$ cat src/rtl/muldiv_pkg.sv
// Shared constants for the EX-stage multiply/divide unit: op codes, FSM
// state encodings and the iteration count.
package muldiv_pkg;

    localparam int MD_ITER = 32;

    typedef enum logic [1:0] {
        MD_DIVU  = 2'd0,
        MD_MULTU = 2'd1,
        MD_MTHI  = 2'd2,
        MD_MTLO  = 2'd3
    } md_op_e;

    typedef enum logic [1:0] {
        MD_IDLE = 2'd0,
        MD_DIV  = 2'd1,
        MD_MUL  = 2'd2,
        MD_DONE = 2'd3
    } md_state_e;

endpackage

$ cat src/rtl/muldiv_if.sv
// Request/result bundle between the EX stage (master) and the multiply/divide
// unit (slave).
interface muldiv_if #(
    parameter int DATA_W = 32
);
    logic              start;
    logic [1:0]        op;
    logic [DATA_W-1:0] a;
    logic [DATA_W-1:0] b;
    logic              cancel;
    logic              busy;
    logic              done;
    logic              div_zero;
    logic [DATA_W-1:0] hi;
    logic [DATA_W-1:0] lo;

    modport master (
        output start, op, a, b, cancel,
        input  busy, done, div_zero, hi, lo
    );

    modport slave (
        input  start, op, a, b, cancel,
        output busy, done, div_zero, hi, lo
    );
endinterface

$ cat src/rtl/muldiv_step.sv
// One iteration of the sequential engine: restoring-division bit (MSB first)
// or shift-add multiply bit (LSB first), selected by mul_mode.
module muldiv_step #(
    parameter int DATA_W = 32
) (
    input  logic                mul_mode,
    input  logic [2*DATA_W-1:0] acc,
    input  logic [DATA_W-1:0]   a_sr,
    input  logic [DATA_W-1:0]   b_sr,
    output logic [2*DATA_W-1:0] acc_next,
    output logic [DATA_W-1:0]   a_next,
    output logic [DATA_W-1:0]   b_next
);
    logic [DATA_W:0]   rem_sh;
    logic [DATA_W+1:0] trial;
    logic [DATA_W-1:0] addend;
    logic [DATA_W:0]   sum;
    logic              q_bit;

    always_comb begin
        // Division: remainder lives in acc[DATA_W:0], quotient bits shift into a_sr.
        rem_sh = {acc[DATA_W-1:0], a_sr[DATA_W-1]};
        trial  = {1'b0, rem_sh} - {2'b00, b_sr};
        q_bit  = ~trial[DATA_W+1];

        // Multiply: add multiplicand into the upper half, then shift the whole accumulator right.
        addend = b_sr[0] ? a_sr : '0;
        sum    = {1'b0, acc[2*DATA_W-1:DATA_W]} + {1'b0, addend};

        if (mul_mode) begin
            acc_next = {sum, acc[DATA_W-1:1]};
            a_next   = a_sr;
            b_next   = b_sr >> 1;
        end else begin
            acc_next = {{(DATA_W-1){1'b0}}, (q_bit ? trial[DATA_W:0] : rem_sh)};
            a_next   = {a_sr[DATA_W-2:0], q_bit};
            b_next   = b_sr;
        end
    end
endmodule

$ cat src/rtl/muldiv_unit.sv
// Multi-cycle unsigned MULTU/DIVU engine owning the HI/LO registers; busy
// stalls the pipeline for the 32 iterations, done pulses for one cycle after.
module muldiv_unit
    import muldiv_pkg::*;
#(
    parameter int DATA_W = 32,
    parameter int CNT_W  = 6
) (
    input logic     clk,
    input logic     rst,
    muldiv_if.slave bus
);
    md_state_e           state_reg, state_next;
    logic [CNT_W-1:0]    cnt_reg;
    logic [2*DATA_W-1:0] acc_reg;
    logic [DATA_W-1:0]   a_reg, b_reg;
    logic [DATA_W-1:0]   hi_reg, lo_reg;
    logic                dz_reg, dz_saved_reg;

    logic [2*DATA_W-1:0] acc_next;
    logic [DATA_W-1:0]   a_next, b_next;
    logic                accept, last_iter, iterating;
    md_op_e              op_e;

    assign op_e      = md_op_e'(bus.op);
    assign iterating = (state_reg == MD_DIV) || (state_reg == MD_MUL);
    assign accept    = bus.start && !bus.cancel && !iterating;
    assign last_iter = (cnt_reg == CNT_W'(MD_ITER - 1));

    muldiv_step #(.DATA_W(DATA_W)) u_step (
        .mul_mode (state_reg == MD_MUL),
        .acc      (acc_reg),
        .a_sr     (a_reg),
        .b_sr     (b_reg),
        .acc_next (acc_next),
        .a_next   (a_next),
        .b_next   (b_next)
    );

    always_comb begin
        state_next = state_reg;
        case (state_reg)
            MD_IDLE, MD_DONE: begin
                state_next = MD_IDLE;
                if (accept && op_e == MD_DIVU)  state_next = MD_DIV;
                if (accept && op_e == MD_MULTU) state_next = MD_MUL;
            end
            MD_DIV, MD_MUL: begin
                if (bus.cancel)     state_next = MD_IDLE;
                else if (last_iter) state_next = MD_DONE;
            end
            default: state_next = MD_IDLE;
        endcase
    end

    always_ff @(posedge clk or negedge rst) begin
        if (!rst) begin
            state_reg    <= MD_IDLE;
            cnt_reg      <= '0;
            acc_reg      <= '0;
            a_reg        <= '0;
            b_reg        <= '0;
            hi_reg       <= '0;
            lo_reg       <= '0;
            dz_reg       <= 1'b0;
            dz_saved_reg <= 1'b0;
        end else begin
            state_reg <= state_next;
            if (accept) begin
                case (op_e)
                    MD_DIVU, MD_MULTU: begin
                        a_reg        <= bus.a;
                        b_reg        <= bus.b;
                        acc_reg      <= '0;
                        cnt_reg      <= '0;
                        // Remember the flag so a flush can undo this start.
                        dz_saved_reg <= dz_reg;
                        if (op_e == MD_DIVU) dz_reg <= (bus.b == '0);
                    end
                    MD_MTHI: hi_reg <= bus.a;
                    MD_MTLO: lo_reg <= bus.a;
                    default: ;
                endcase
            end else if (iterating) begin
                if (bus.cancel) begin
                    dz_reg <= dz_saved_reg;
                end else begin
                    acc_reg <= acc_next;
                    a_reg   <= a_next;
                    b_reg   <= b_next;
                    cnt_reg <= cnt_reg + CNT_W'(1);
                    if (last_iter) begin
                        if (state_reg == MD_DIV) begin
                            hi_reg <= acc_next[DATA_W-1:0];
                            lo_reg <= a_next;
                        end else begin
                            hi_reg <= acc_next[2*DATA_W-1:DATA_W];
                            lo_reg <= acc_next[DATA_W-1:0];
                        end
                    end
                end
            end
        end
    end

    assign bus.busy     = iterating;
    assign bus.done     = (state_reg == MD_DONE);
    assign bus.div_zero = dz_reg;
    assign bus.hi       = hi_reg;
    assign bus.lo       = lo_reg;
endmodule

$ cat src/flat_wrapper.sv
// flat-port wrapper written by rule: the top's interface ports become plain ports
module muldiv_unit_flat import muldiv_pkg::*;
#(
    parameter int DATA_W = 32,
    parameter int CNT_W  = 6
)
  (clk, rst, bus_start, bus_op, bus_a, bus_b, bus_cancel, bus_busy, bus_done, bus_div_zero, bus_hi, bus_lo);
  muldiv_if #(.DATA_W(DATA_W)) bus_i ();
  input logic clk;
  input logic rst;
  input wire logic [$bits(bus_i.start)-1:0] bus_start;
  input wire logic [$bits(bus_i.op)-1:0] bus_op;
  input wire logic [$bits(bus_i.a)-1:0] bus_a;
  input wire logic [$bits(bus_i.b)-1:0] bus_b;
  input wire logic [$bits(bus_i.cancel)-1:0] bus_cancel;
  output wire logic [$bits(bus_i.busy)-1:0] bus_busy;
  output wire logic [$bits(bus_i.done)-1:0] bus_done;
  output wire logic [$bits(bus_i.div_zero)-1:0] bus_div_zero;
  output wire logic [$bits(bus_i.hi)-1:0] bus_hi;
  output wire logic [$bits(bus_i.lo)-1:0] bus_lo;
  assign bus_i.start = bus_start;
  assign bus_i.op = bus_op;
  assign bus_i.a = bus_a;
  assign bus_i.b = bus_b;
  assign bus_i.cancel = bus_cancel;
  assign bus_busy = bus_i.busy;
  assign bus_done = bus_i.done;
  assign bus_div_zero = bus_i.div_zero;
  assign bus_hi = bus_i.hi;
  assign bus_lo = bus_i.lo;
  muldiv_unit #(.DATA_W(DATA_W), .CNT_W(CNT_W)) u_core (.clk(clk), .rst(rst), .bus(bus_i));
endmodule
$ cat config.mk
export PLATFORM = sky130hd
export DESIGN_NAME = muldiv_unit_flat
export DESIGN_NICKNAME = d
export VERILOG_FILES = /design/src/rtl/muldiv_pkg.sv /design/src/rtl/muldiv_if.sv /design/src/rtl/muldiv_step.sv /design/src/rtl/muldiv_unit.sv /design/src/flat_wrapper.sv
export SDC_FILE = /design/constraint.sdc
export NUM_CORES = 1
export LEC_CHECK = 0
export ABC_AREA = 1
export BUFFER_PORTS_ARGS = -buffer_cell sky130_fd_sc_hd__buf_2
export CORE_MARGIN = 2
export CORE_UTILIZATION = 45
export CTS_CLUSTER_DIAMETER = 60
export DETAILED_ROUTE_END_ITERATION = 6
export HOLD_SLACK_MARGIN = 0.12
export SLEW_MARGIN = 20
export SYNTH_ARGS = -nofsm -noshare
export SYNTH_HDL_FRONTEND = slang
export SYNTH_HIERARCHICAL = 1
export SYNTH_SLANG_ARGS = --single-unit
$ cat constraint.sdc
create_clock -name clk -period 2.6 [get_ports clk]
set_input_delay 0.26 -clock clk [delete_from_list [all_inputs] [get_ports clk]]
set_output_delay 0.26 -clock clk [all_outputs]
set_load 0.05 [all_outputs]
After elaboration in Yosys (flattened, before gate mapping). Index checks and enable logic that the tools add are counted.

Register bits: 202. Input bits: 70. Output and inout bits: 67. Word-level logic and storage cells: 92.

Add/subtract/negate cells: 3. Equality and inequality tests: 13. Muxes and demuxes: 43. Bitwise operators: 1. Reduce and logical (&&, ||, !) cells: 23.

Operator list (count): 32-bit 2-to-1 mux (23); 64-bit 2-to-1 mux (5); 33-bit by 32-bit subtractor with 34-bit output (1); 32-bit by 32-bit adder with 33-bit output (1); 33-bit 2-to-1 mux (1); 32-bit logical NOT (1); 6-bit 2-to-1 mux (4); 4-bit AND reduction (4); 2-bit equality test, second input constant (4); 2-bit inequality test, second input constant (4); 2-bit nonzero test (4); 6-bit by 1-bit adder with 6-bit output, second input constant (1); 6-bit by 5-bit equality test with 1-bit output, second input constant (1); 1-bit 2-to-1 mux (6); 2-bit 2-to-1 mux (3); 2-bit OR reduction (3); 2-bit by 1-bit equality test with 1-bit output, second input constant (2); 1-bit logical AND (4); 2-bit logical NOT (2); 2-bit one-hot mux with 2 select lines (1); 3-bit by 2-bit inequality test with 1-bit output, second input constant (1); 3-bit AND reduction (1); 1-bit logical NOT (2); 2-bit by 1-bit inequality test with 1-bit output, second input constant (1); 3 further kinds (3).

Logic depth before layout (Yosys ltp).
Word-level depth: 8. Gate-level depth with buffers: 22. Depth with buffers taken out: 22.

By module. Netlist, hierarchy kept.

Modules (own cells, without submodules): muldiv_unit (times used 1, cells each 1263, area an instance 9646.8 um^2, sequential area each 5054.8 um^2); muldiv_step (times used 1, cells each 1352, area an instance 6503.7 um^2, sequential area each 0.0 um^2).

Least setup slack after synthesis. OpenSTA, ideal clock, no wires.

Path type: register -> register. Start point: reg u_core.b_reg[0]. End point: reg u_core.hi_reg[21], in the netlist u_core/bus.hi[21]. Arrival time: 2.367 ns. Path slack: 0.157 ns. Cell stages (with the launch flop): 21. Cell sequence: dfrtp_1 -> clkbuf_1 -> nand2_1 -> inv_1 -> fa_1 -> nand3_1 -> and2_1 -> o21ai_2 -> nand2_1 -> nand2_1 -> nand2_1 -> nand2_1 -> nand2_1 -> nand2_1 -> nor2_1 -> inv_1 -> o21ai_0 -> nand2_1 -> nand2_1 -> nand2_1 -> o21ai_1.

Cells in the longest elaborated chain, start to end: 8.

RTL lines: start: declaration (line muldiv_unit.sv:16) `logic [DATA_W-1:0] a_reg, b_reg;`; start signal: assignment (line muldiv_unit.sv:73) `b_reg <= bus.b;`; start signal: assignment (line muldiv_unit.sv:90) `b_reg <= b_next;`; 32-bit 2-to-1 mux (line muldiv_step.sv:27) `addend = b_sr[0] ? a_sr : '0;`; 32-bit by 32-bit adder with 33-bit output (line muldiv_step.sv:28) `sum = {1'b0, acc[2*DATA_W-1:DATA_W]} + {1'b0, addend};`; 64-bit 2-to-1 mux (line muldiv_step.sv:30) `if (mul_mode) begin`; named net u_core.acc_next[53] (line muldiv_unit.sv:20) `logic [2*DATA_W-1:0] acc_next;`; 32-bit 2-to-1 mux (line muldiv_unit.sv:93) `if (state_reg == MD_DIV) begin`; 32-bit 2-to-1 mux (line muldiv_unit.sv:92) `if (last_iter) begin`; 32-bit 2-to-1 mux (line muldiv_unit.sv:85) `if (bus.cancel) begin`; 32-bit 2-to-1 mux (line muldiv_unit.sv:84) `end else if (iterating) begin`; 32-bit 2-to-1 mux (line muldiv_unit.sv:69) `if (accept) begin`; end signal: assignment (line muldiv_unit.sv:80) `MD_MTHI: hi_reg <= bus.a;`; end signal: assignment (line muldiv_unit.sv:94) `hi_reg <= acc_next[DATA_W-1:0];`; end signal: assignment (line muldiv_unit.sv:97) `hi_reg <= acc_next[2*DATA_W-1:DATA_W];`; end: declaration (line muldiv_unit.sv:17) `logic [DATA_W-1:0] hi_reg, lo_reg;`.

The timed path passes the listed nets, and every way through them passes these cells. The select of a mux whose other input is x is not followed. A chain may end at the register's enable or synchronous reset.

Worst setup path after layout.
Start point: reg u_core.b_reg[0]. End point: reg u_core.hi_reg[27], in the netlist u_core/bus.hi[27].

The elaborated chain is that of the path after synthesis.

==> results.md <==
* Outcome: finished, violations left
* Failing checks: negative setup slack
* Top FF cell, synth: dfrtp_1
* CTS buffer count at 28
* Share of cells above drive strength 1 at 34.2%
* First-pass GRT wire length at 104,000 um
* Global placement routability congestion at 1.03
* Worst setup EP type: flip-flop
* Reg-to-reg critical path endpoint: u_core/bus.hi[27]
* Relative slew slack at 40.2%
* Leak at 12.5 nW
* Power Density at 1210 mW/mm^2
* Max_cap viols at 0
* Most common cell on crit path: nand2_1
* Hold Crit Depth at 4
* H-tree level count at 1
* FF-to-FF setup slack at -0.14 ns
* # IOs at 137
* Tot GR Track Use at 34.9%
* Syn nets at 2,756
* RSZ-0062 raised after global routing: true
* Synthesized instance count at 2,615
* Final Setup Violations at 29
* Hold worst-path end: u_core/a_reg[25]
* Worst Hold Launch: bus_a[25]
* Crit-path cells: buf_12, nand2_1, inv_1, ha_4, nand2_2, nor2_1, inv_2, buf_4, nor3_2, nand2_1, nand3_1, nand2_1, nor2_1, inv_1, o21ai_1, buf_4, nand2_1, nand2_1, nand2_1, o21ai_1
* Max FFs per register at 64
* Die Height at 193 um
* Ys async rst share at 100%
* Critical path peak fanout at 16
* IO buf count at 136
* Vias in the first global route at 18,700
* Routed Antenna Nets at 0
* WL per Instance at 18.6 um
* Post-synthesis sequential area ratio at 31.3%
* Peak supply drop at 0.937 mV
* Yosys Warn Count at 6
* Clock Tree Root: clkbuf_16
* Synth Register Bits at 202
* Required time of the critical path at 3.11 ns
* Ant diodes at 0
* Die ar. at 0.0374 sq mm
* Critical path launch point type: flip-flop
* Crit-path max cell delay at 0.44 ns
* Core outline area at 0.0355 sq mm
* Core Rows at 69
* DR vias at 19,700
* Initial DRC Count at 2,044
* Slew @ Worst Pin at 0.897 ns
* Cell count of the worst reg-to-reg path at 20
* Fin crit share at 106%
* DRT Pass-1 Iters at 6
* Reg2reg start: u_core/b_reg[0]
* Final hold vios at 0
* Cell with the most instances after synthesis: nand2_1
* Worst Setup SP: u_core/b_reg[0]
* Post-synth EDFFs at 0
* Total gr overflow at 0
* Most instantiated cells after synthesis: nand2_1, inv_1, o21ai_0, dfrtp_1, nor2_1
* Initial antenna violation count at 1
* Fin worst setup slack at -0.144 ns
* CTS tree: built
* Worst-Skew Late Latency at 0.59 ns
* Initial Util at 45.5%
* Setup Crit Path Kind: flip-flop to flip-flop
* Synth area leaders: dfrtp_1, nand2_1, inv_1
* Max Slew Vio Count at 0
* Minimum clock period at 2.74 ns
* Tot Pwr at 29.5 mW
* WP data arrival at 3.26 ns
* Post-route insts no fill at 3,664
* Nets at 3,322
* Post-DP HPWL at 49,100 um
* Max Fclk at 364 MHz
* Dpl cells at 3,502
* Clk slew on worst S/H paths at 0.06 ns
* Die X at 193 um
* Pin count of the biggest net entering global routing at 97
* Clock skew at 0.0304 ns
* Worst Hold Class: input pin to flip-flop
* Clock sink count at 202
* Area fraction of the dominant cell type after synthesis at 31.3%
* Synth cell types at 43
* Cell accounting for the most synthesized area: dfrtp_1
* Synth Cell Area at 0.0162 sq mm
* Slowest CP cell: dfrtp_2
* Syn avg cell area at 6.18 sq um
* Drt total wl at 68,200 um
* Vias per cell at 5.38
* # DRC at 0
* Layout area overhead at 51.1%
* Clock Path Buffers at 3
-- stage by stage --
| stage | setup WS, ns | util (%) | setup TNS, ns | area (sq um) | hold WS (ns) |
|---|---|---|---|---|---|
| floorplan | 0.157 | - | 0 | 16200 | -0.0356 |
| global placement | -0.684 | 56.8 | -14.62 | 20100 | 0.239 |
| detailed placement | -0.710 | 56.8 | -17.66 | 20100 | 0.238 |
| CTS | -0.0995 | 65.5 | -0.698 | 23300 | 0.126 |
| global route | -0.286 | 68.8 | -9.22 | 24400 | 0.143 |
| finish | -0.144 | 68.8 | -1.72 | 24400 | 0.151 |
-- area by class of cell --
| type | count | area [sq um] |
|---|---|---|
| multi-input cells | 1935 | 11400 |
| fillers | 3064 | 11100 |
| flip-flops and latches | 202 | 5060 |
| repair buffers | 648 | 5040 |
| inverters | 366 | 1380 |
| clock buffers | 38 | 808 |
| well taps | 461 | 577 |
| clock inverters | 14 | 174 |
-- how the worst max path moves through the flow --
| stage | slack, ns | to | cells past startpoint |
|---|---|---|---|
| 2_1_floorplan | 0.16 | u_core/bus.hi[21] | 20 |
| 3_3_place_gp | -0.68 | u_core/bus.hi[17] | 17 |
| 3_5_place_dp | -0.71 | u_core/bus.hi[17] | 17 |
| 4_1_cts | -0.1 | u_core/bus.lo[27] | 22 |
| 5_1_grt | -0.29 | u_core/bus.hi[11] | 17 |
| 6_report | -0.14 | u_core/bus.hi[27] | 20 |
-- routing by layer --
| metal | up-vias | track usage, % | wire length [um] | part of all wire, % |
|---|---|---|---|---|
| met3 | 112 | 5.40 | 5950 | 8.7 |
| met4 | 0 | 12.0 | 2190 | 3.2 |
| met2 | 891 | 51.5 | 29000 | 42 |
| met1 | 9285 | 51.6 | 31100 | 46 |
| met5 | - | 0 | 0 | 0 |
| li1 | 9431 | - | - | - |
-- cell usage in the layout (no fill, tap or decap), types with 5 or more instances in the layout --
cell / synthesis / routed
nand2_1: 989 / 889
buf_4: 11 / 417
inv_1: 358 / 292
dfrtp_1: 202 / 197
o21ai_0: 240 / 152
nor2_1: 187 / 143
buf_2: 41 / 135
o21ai_1: 32 / 83
nand2_2: 9 / 80
inv_2: 8 / 72
a31oi_1: 64 / 64
nand3_1: 112 / 64
dlygate4sd3_1: 0 / 63
ha_4: 0 / 59
a21oi_1: 93 / 49
nand4_1: 45 / 45
nand3_2: 3 / 43
a21oi_2: 2 / 40
o21ai_2: 2 / 36
clkbuf_16: 0 / 30
nand2_4: 2 / 29
nor2_4: 2 / 25
nor2_2: 4 / 25
buf_12: 0 / 19
xor2_1: 17 / 16
buf_6: 5 / 9
ha_1: 69 / 9
clkbuf_8: 0 / 8
nand3_4: 0 / 8
nor3_2: 1 / 8
o21a_1: 8 / 8
a21oi_4: 1 / 7
nor3_1: 15 / 6
dfrtp_2: 0 / 5
a21o_1: 5 / 5
nand3b_1: 5 / 5
-- worst max-delay path, delay by kind of cell, from the launching register on --
| family | cells | cell delay, ns |
|---|---|---|
| AO/OA/AOI/OAI | 2 | 0.19 |
| flip-flops | 1 | 0.44 |
| AND/OR/NAND/NOR | 11 | 1.04 |
| buffers and inverters | 6 | 0.68 |
| adder cells (fa/ha/maj) | 1 | 0.32 |
-- power breakdown --
part / internal, mW / total, mW / switching, mW
Combinational: 8.54 / 20.0 / 11.5
Clock: 2.48 / 4.09 / 1.61
Sequential: 4.32 / 5.39 / 1.07
-- timing repair --
item                       in CTS  in global routing
setup buffers                  13                 28
gates cloned                    4                  2
pin swaps                      39                 70
setup endpoints to repair      93                 92
hold endpoints to repair      259                  0
resized for setup             326                278
hold buffers                   63                  0
-- cells by family after synthesis --
logic type / Yosys count / synth area share (%)
adder cells (fa/ha/maj): 71 / 5.59
AO/OA/AOI/OAI: 457 / 15.4
buffers and inverters: 480 / 12.0
XOR/XNOR: 20 / 1.08
flip-flops: 202 / 31.3
AND/OR/NAND/NOR: 1385 / 34.7
Power figures use the tool's default switching activity.
